--- config.mk ---
export PLATFORM = sky130hd
export DESIGN_NAME = data_mem_responder_flat
export DESIGN_NICKNAME = d
export VERILOG_FILES = /design/src/rtl/data_mem_responder_pkg.sv /design/src/rtl/data_mem_responder_if.sv /design/src/rtl/data_mem_responder_array.sv /design/src/rtl/data_mem_responder.sv /design/src/flat_wrapper.sv
export SDC_FILE = /design/constraint.sdc
export NUM_CORES = 2
export LEC_CHECK = 0
export ABC_AREA = 1
export CAP_MARGIN = 20
export CORE_ASPECT_RATIO = 2
export CORE_MARGIN = 3
export CORE_UTILIZATION = 63
export DETAILED_ROUTE_END_ITERATION = 16
export GPL_TIMING_DRIVEN = 1
export HOLD_SLACK_MARGIN = 0.08
export PLACE_DENSITY = 0.84
export SKIP_CTS_REPAIR_TIMING = 1
export SLEW_MARGIN = 5
export SYNTH_ARGS = -nofsm -noshare
export SYNTH_HDL_FRONTEND = slang
export SYNTH_SLANG_ARGS = --single-unit
--- constraint.sdc ---
create_clock -name clk -period 5.11 [get_ports clk]
set_input_delay 1.022 -clock clk [delete_from_list [all_inputs] [get_ports clk]]
set_output_delay 1.022 -clock clk [all_outputs]
set_load 0.05 [all_outputs]
--- src/rtl/data_mem_responder_pkg.sv ---
// data_mem_responder_pkg: shared CPU bus defaults, responder state encoding and helpers
package data_mem_responder_pkg;
   localparam int ADDR_W_DEF = 6;
   localparam int DATA_W_DEF = 32;
   localparam int CNT_W      = 4;
   typedef enum logic [1:0] {
      S_IDLE = 2'd0,
      S_WAIT = 2'd1,
      S_ACK  = 2'd2
   } state_t;
   function automatic logic misaligned(input logic [1:0] lsb);
      return lsb != 2'b00;
   endfunction
endpackage

--- src/rtl/data_mem_responder_if.sv ---
// data_mem_responder_if: CPU load/store bus between requester (master) and memory (slave)
interface data_mem_responder_if import data_mem_responder_pkg::*; #(
   parameter int ADDR_W = ADDR_W_DEF,
   parameter int DATA_W = DATA_W_DEF
);
   logic              req;
   logic              we;
   logic [ADDR_W+1:0] addr;
   logic [DATA_W-1:0] wdata;
   logic [DATA_W-1:0] rdata;
   logic              ack;
   logic              err;
   logic              busy;
   modport master (output req, we, addr, wdata, input rdata, ack, err, busy);
   modport slave  (input req, we, addr, wdata, output rdata, ack, err, busy);
endinterface

--- src/rtl/data_mem_responder_array.sv ---
// data_mem_responder_array: word storage with synchronous write, asynchronous read, no reset
module data_mem_responder_array import data_mem_responder_pkg::*; #(
   parameter int ADDR_W = ADDR_W_DEF,
   parameter int DATA_W = DATA_W_DEF
) (
   input  logic              clk,
   input  logic              we_i,
   input  logic [ADDR_W-1:0] waddr_i,
   input  logic [DATA_W-1:0] wdata_i,
   input  logic [ADDR_W-1:0] raddr_i,
   output logic [DATA_W-1:0] rdata_o
);
   logic [DATA_W-1:0] mem_q [2**ADDR_W];
   // contents survive reset; only an explicit write changes a word
   always_ff @(posedge clk) begin
      if (we_i) mem_q[waddr_i] <= wdata_i;
   end
   assign rdata_o = mem_q[raddr_i];
endmodule

--- src/rtl/data_mem_responder.sv ---
// data_mem_responder: slow-memory model answering req/ack bus requests after WAIT_CYCLES wait states
module data_mem_responder import data_mem_responder_pkg::*; #(
   parameter int ADDR_W      = ADDR_W_DEF,
   parameter int DATA_W      = DATA_W_DEF,
   parameter int WAIT_CYCLES = 2
) (
   input  logic                 clk,
   input  logic                 rst,
   data_mem_responder_if.slave  bus
);
   state_t            state_q, state_d;
   logic [CNT_W-1:0]  cnt_q, cnt_d;
   logic              we_q, we_d, mis_q, mis_d, err_q, err_d;
   logic [ADDR_W-1:0] word_q, word_d;
   logic [DATA_W-1:0] wdata_q, wdata_d, rdata_q, rdata_d, mem_rdata;
   logic              go_ack, mem_we, cur_we, cur_mis;
   logic [ADDR_W-1:0] cur_word;
   logic [DATA_W-1:0] cur_wdata;
   // with zero wait states the access happens on the accepting edge, so use the live bus
   always_comb begin
      cur_we    = (state_q == S_IDLE) ? bus.we : we_q;
      cur_mis   = (state_q == S_IDLE) ? misaligned(bus.addr[1:0]) : mis_q;
      cur_word  = (state_q == S_IDLE) ? bus.addr[ADDR_W+1:2] : word_q;
      cur_wdata = (state_q == S_IDLE) ? bus.wdata : wdata_q;
   end
   // next state, wait counter, operand capture and access results
   always_comb begin
      state_d = state_q;
      cnt_d   = cnt_q;
      we_d    = we_q;
      mis_d   = mis_q;
      word_d  = word_q;
      wdata_d = wdata_q;
      err_d   = err_q;
      rdata_d = rdata_q;
      go_ack  = 1'b0;
      case (state_q)
         S_IDLE: if (bus.req) begin
            we_d    = bus.we;
            mis_d   = misaligned(bus.addr[1:0]);
            word_d  = bus.addr[ADDR_W+1:2];
            wdata_d = bus.wdata;
            cnt_d   = CNT_W'(WAIT_CYCLES);
            state_d = (WAIT_CYCLES == 0) ? S_ACK : S_WAIT;
            go_ack  = (WAIT_CYCLES == 0);
         end
         S_WAIT: if (!bus.req) state_d = S_IDLE;
         else begin
            cnt_d   = cnt_q - 1'b1;
            go_ack  = (cnt_q == CNT_W'(1));
            state_d = go_ack ? S_ACK : S_WAIT;
         end
         S_ACK: if (!bus.req) begin
            state_d = S_IDLE;
            err_d   = 1'b0;
         end
         default: state_d = S_IDLE;
      endcase
      if (go_ack) begin
         err_d   = cur_mis;
         rdata_d = cur_mis ? '0 : (cur_we ? rdata_q : mem_rdata);
      end
   end
   // a reset on the completing edge must also cancel the write
   assign mem_we = go_ack & ~cur_mis & cur_we & rst;
   data_mem_responder_array #(.ADDR_W(ADDR_W), .DATA_W(DATA_W)) u_array (
      .clk     (clk),
      .we_i    (mem_we),
      .waddr_i (cur_word),
      .wdata_i (cur_wdata),
      .raddr_i (cur_word),
      .rdata_o (mem_rdata)
   );
   // state and operand registers, synchronous active-low reset
   always_ff @(posedge clk) begin
      if (!rst) begin
         state_q <= S_IDLE;
         cnt_q   <= '0;
         we_q    <= 1'b0;
         mis_q   <= 1'b0;
         word_q  <= '0;
         wdata_q <= '0;
         err_q   <= 1'b0;
         rdata_q <= '0;
      end else begin
         state_q <= state_d;
         cnt_q   <= cnt_d;
         we_q    <= we_d;
         mis_q   <= mis_d;
         word_q  <= word_d;
         wdata_q <= wdata_d;
         err_q   <= err_d;
         rdata_q <= rdata_d;
      end
   end
   assign bus.ack   = (state_q == S_ACK);
   assign bus.busy  = (state_q != S_IDLE);
   assign bus.err   = err_q;
   assign bus.rdata = rdata_q;
endmodule

--- src/flat_wrapper.sv ---
// flat-port wrapper written by rule: the top's interface ports become plain ports
module data_mem_responder_flat import data_mem_responder_pkg::*;
#(
   parameter int ADDR_W      = ADDR_W_DEF,
   parameter int DATA_W      = DATA_W_DEF,
   parameter int WAIT_CYCLES = 2
)
  (clk, rst, bus_req, bus_we, bus_addr, bus_wdata, bus_rdata, bus_ack, bus_err, bus_busy);
  data_mem_responder_if #(.ADDR_W(ADDR_W), .DATA_W(DATA_W)) bus_i ();
  input  logic clk;
  input  logic rst;
  input wire logic [$bits(bus_i.req)-1:0] bus_req;
  input wire logic [$bits(bus_i.we)-1:0] bus_we;
  input wire logic [$bits(bus_i.addr)-1:0] bus_addr;
  input wire logic [$bits(bus_i.wdata)-1:0] bus_wdata;
  output wire logic [$bits(bus_i.rdata)-1:0] bus_rdata;
  output wire logic [$bits(bus_i.ack)-1:0] bus_ack;
  output wire logic [$bits(bus_i.err)-1:0] bus_err;
  output wire logic [$bits(bus_i.busy)-1:0] bus_busy;
  assign bus_i.req = bus_req;
  assign bus_i.we = bus_we;
  assign bus_i.addr = bus_addr;
  assign bus_i.wdata = bus_wdata;
  assign bus_rdata = bus_i.rdata;
  assign bus_ack = bus_i.ack;
  assign bus_err = bus_i.err;
  assign bus_busy = bus_i.busy;
  data_mem_responder #(.ADDR_W(ADDR_W), .DATA_W(DATA_W), .WAIT_CYCLES(WAIT_CYCLES)) u_core (.clk(clk), .rst(rst), .bus(bus_i));
endmodule
==> key figures <==
Setup path
  – Most used cell, CP: nand2_1
  – Slowest stage cell, crit path: nor2_1
  – Critical-path cell list: inv_2 > nand2_1 > nand2_1 > nand2_4 > buf_12 > buf_4 > nand2_1 > nand3_1 > nand4_1 > and2_1 > nor2_1 > nand3_1 > a21oi_1
  – Worst Path Arrival: 4900 ps
  – Register-to-Register Path Depth: 13
  – Worst r2r dst: u_core.bus.rdata[29]$_SDFFE_PN0P_
  – Critical path buffer and inverter count: 3
  – R2R Path Start: u_core.state_q[0]$_SDFFE_PN0P_
  – Slowest stage delay, CP: 900 ps
  – Crit path launch type: register
  – Kind of critical path: reg2reg
  – Worst EP required: approximately 5900 ps
  – Crit. End Element: register
  – Worst path top cell family by delay: simple AND/OR/NAND/NOR gates
  – Worst R2R Setup Slack: 970 ps
  – CP max FO: just under 80

Layout
  – Layout cell share with drive strength beyond 1: 0.0702
  – Number of fillers in the final layout: 8597
  – FF/Latch Area: about 63000 um2
  – Area grow syn2layout: 10.9%
  – Multi-input gate area: 21100 um2
  – Final core utilization: 0.706
  – Nets@finish: 8362

Yosys
  – Count of yosys warnings during synthesis: 0
  – Syn Nets: between 8k and 9k
  – Gate count of the mapped netlist: roughly 8.3k
  – Yosys top cell by area: edfxtp_1
  – Synth Register Bits: 2127
  – Sequential share of the synthesized area: 0.714
  – Post-synthesis cell type count: 32
  – Main area contributors after synthesis: edfxtp_1, nand2_1, inv_1, nand3_1, dfxtp_1
  – Post-Synthesis Cell Area: roughly 88000 um2
  – Synth top area share: 0.696
  – Syn avg cell area: 10.7 um2

Pwr
  – Maximum VDD drop: 460 uV
  – Leak: 38.7 nW
  – PwrDens: between 300 and 400 nW/um2

Timing
  – Slew headroom: 0.167
  – Period utilization: 0.810
  – Clk_skew: 46.1 ps
  – Clock period minus worst slack: 4140 ps
  – Final TNS setup: 0 ps
  – Worst-Margin Slew: 1240 ps
  – Final setup fails: 0
  – Fin. max-slew vios: 0
  – Final Hold Viols: 0
  – Unrepaired setup endpoints after global routing: no
  – Max Freq: 242 MHz
  – WHS: 509 ps

Min path
  – Hold Path Sink: u_core.cnt_q[0]$_SDFFE_PN0P_
  – Min-delay src: u_core.cnt_q[0]$_SDFFE_PN0P_
  – Hold Crit Depth: 2
  – Min-Delay Path Class: reg2reg

Die
  – Core footprint: 139000 um2
  – Die height: 536 um
  – DIE WIDTH: 271 um
  – DIE AREA: about 150000 um2
  – Starting Density: 0.637
  – Num ports: 79
  – Core Rows: 193

CTS
  – Root Driver: clkbuf_16
  – CTS Buf Count: 170
  – CTS tree: built
  – CTS H-tree lvls: 4
  – TritonCTS sink count: 2127
  – Clock Pin Slew Worst Setup and Hold Paths: roughly 70 ps
  – Longest Clk Path Bufs: 4
  – Clk Latency, worst-skew pair: 840 ps

Drt
  – WL per Instance: 25.6 um
  – Post-route DRC: 0
  – Vias: 62.7k
  – DRT iter0 DRCs: 9499
  – Final WL: roughly 260000 um
  – Routed Antenna Nets: 0
  – Drt first pass iters: 7
  – Drt via density: 6.10

Global routing
  – Vias in the first global route: ~62k
  – First-pass GRT wire length: 383000 um
  – GRT Overall Usage: 0.361
  – Initial antenna violation count: 9
  – Gr ovfl total: 0
  – Pin count of the biggest net entering global routing: 114

Placement
  – PortBufs: 78
  – RD Place Congestion: approximately 1.0
  – DP HPWL: 159000 um

Run status
  – Outcome: finished clean

Run
  – Max-cap violations: 0
==> cell usage in the layout, fill, tap and decap left out, drive strengths merged, types with 15 or more instances in the layout <==
cell type,instances
nand3,567
clkbuf,212
and2,22
clkdlybuf4s50,78
nor2,319
bufinv,15
inv,829
a21oi,77
edfxtp,2048
nand2,3456
dfxtp,79
buf,231
nand4,123
clkinv,58
o21ai,259
o32ai,34
==> power by group <==
group,internal (mW),switching [mW],total [mW]
Combinational,0.811,3.01,3.83
Clock,7.13,5.98,13.1
Sequential,19.3,0.0115,19.3
==> routing by layer <==
metal  wire length (um)  vias up  global-route usage
met4              28600        4               0.323
met3              32100     1191              0.0689
li1                   -    27200                   -
met2             125000     4976               0.586
met1              77800    29400               0.408
met5                 12        -                   0
==> worst max path at each step <==
stage	endpoint	from	slack [ps]	cells after the start
floorplan	u_core.u_array.mem_q[0][27]$_DFFE_PP_	u_core.state_q[1]$_SDFFE_PN0P_	870	5
global placement	u_core.bus.rdata[14]$_SDFFE_PN0P_	bus_addr[3]	700	13
detailed placement	u_core.bus.rdata[14]$_SDFFE_PN0P_	bus_addr[3]	650	13
CTS	u_core.bus.rdata[14]$_SDFFE_PN0P_	u_core.state_q[0]$_SDFFE_PN0P_	1180	14
global route	u_core.bus.rdata[29]$_SDFFE_PN0P_	u_core.state_q[0]$_SDFFE_PN0P_	980	13
finish	u_core.bus.rdata[29]$_SDFFE_PN0P_	u_core.state_q[0]$_SDFFE_PN0P_	970	13
==> flip-flops by register name, summed over array words and instances (netlist names) <==
| register | count |
|---|---|
| u_core.mis_q | 1 |
| u_core.u_array.mem_q | 2048 |
| u_core.cnt_q | 4 |
| u_core.word_q | 6 |
| u_core.we_q | 1 |
| u_core.state_q | 2 |
| u_core.bus.rdata | 32 |
| u_core.wdata_q | 32 |
| u_core.bus.err | 1 |
==> synthesized netlist by cell type <==
master,n
nand2_1,3450
edfxtp_1,2048
inv_1,819
nand3_1,567
nor2_1,313
buf_2,266
o21ai_0,188
nand4_1,123
clkbuf_1,101
dfxtp_1,79
a21oi_1,77
o21ai_1,68
o32ai_1,34
buf_4,24
buf_1,23
and2_1,21
inv_2,8
buf_6,5
nand2_2,5
nor3_1,5
nor3_2,5
nor2_2,4
o22ai_1,4
nor3_4,3
o21ai_4,3
a31oi_1,2
ha_1,2
nor2_4,2
o211ai_1,2
and2_0,1
nand2_4,1
nor4_1,1
==> stage by stage <==
step,area (um2),total power [mW],setup WS (ps),instances
global route,98000,36.9,978,10300
global placement,92500,23.2,702,9991
CTS,98000,36.0,1180,10300
detailed placement,92600,23.3,649,9995
floorplan,88400,21.7,874,8254
finish,98000,36.2,971,10300
==> cell families after synthesis <==
family,synth area share
and+or+nand+nor,0.205
adders and majority gates,0.000283
AOI/OAI and AO/OA,0.0234
DFF,0.714
buffers and inverters,0.0581
==> worst reg2reg max path, cell delays in order, from the launching register on <==
cell     delay (ps)
dfxtp_1         480
inv_2            90
nand2_1         370
nand2_1         180
nand2_4         370
buf_12          380
buf_4           430
nand2_1         100
nand3_1         100
nand4_1         110
and2_1          160
nor2_1          900
nand3_1         210
a21oi_1         180
==> cell type report <==
class / count / area share
clock inverters: 80 / 0.00820
repair buffers: 309 / 0.0306
flip-flops and latches: 2127 / 0.644
clock buffers: 212 / 0.0467
well taps: 1852 / 0.0236
multi-input cells: 4881 / 0.215
inverters: 827 / 0.0317
diodes: 5 / 0.000128
Power figures use the tool's default switching activity.
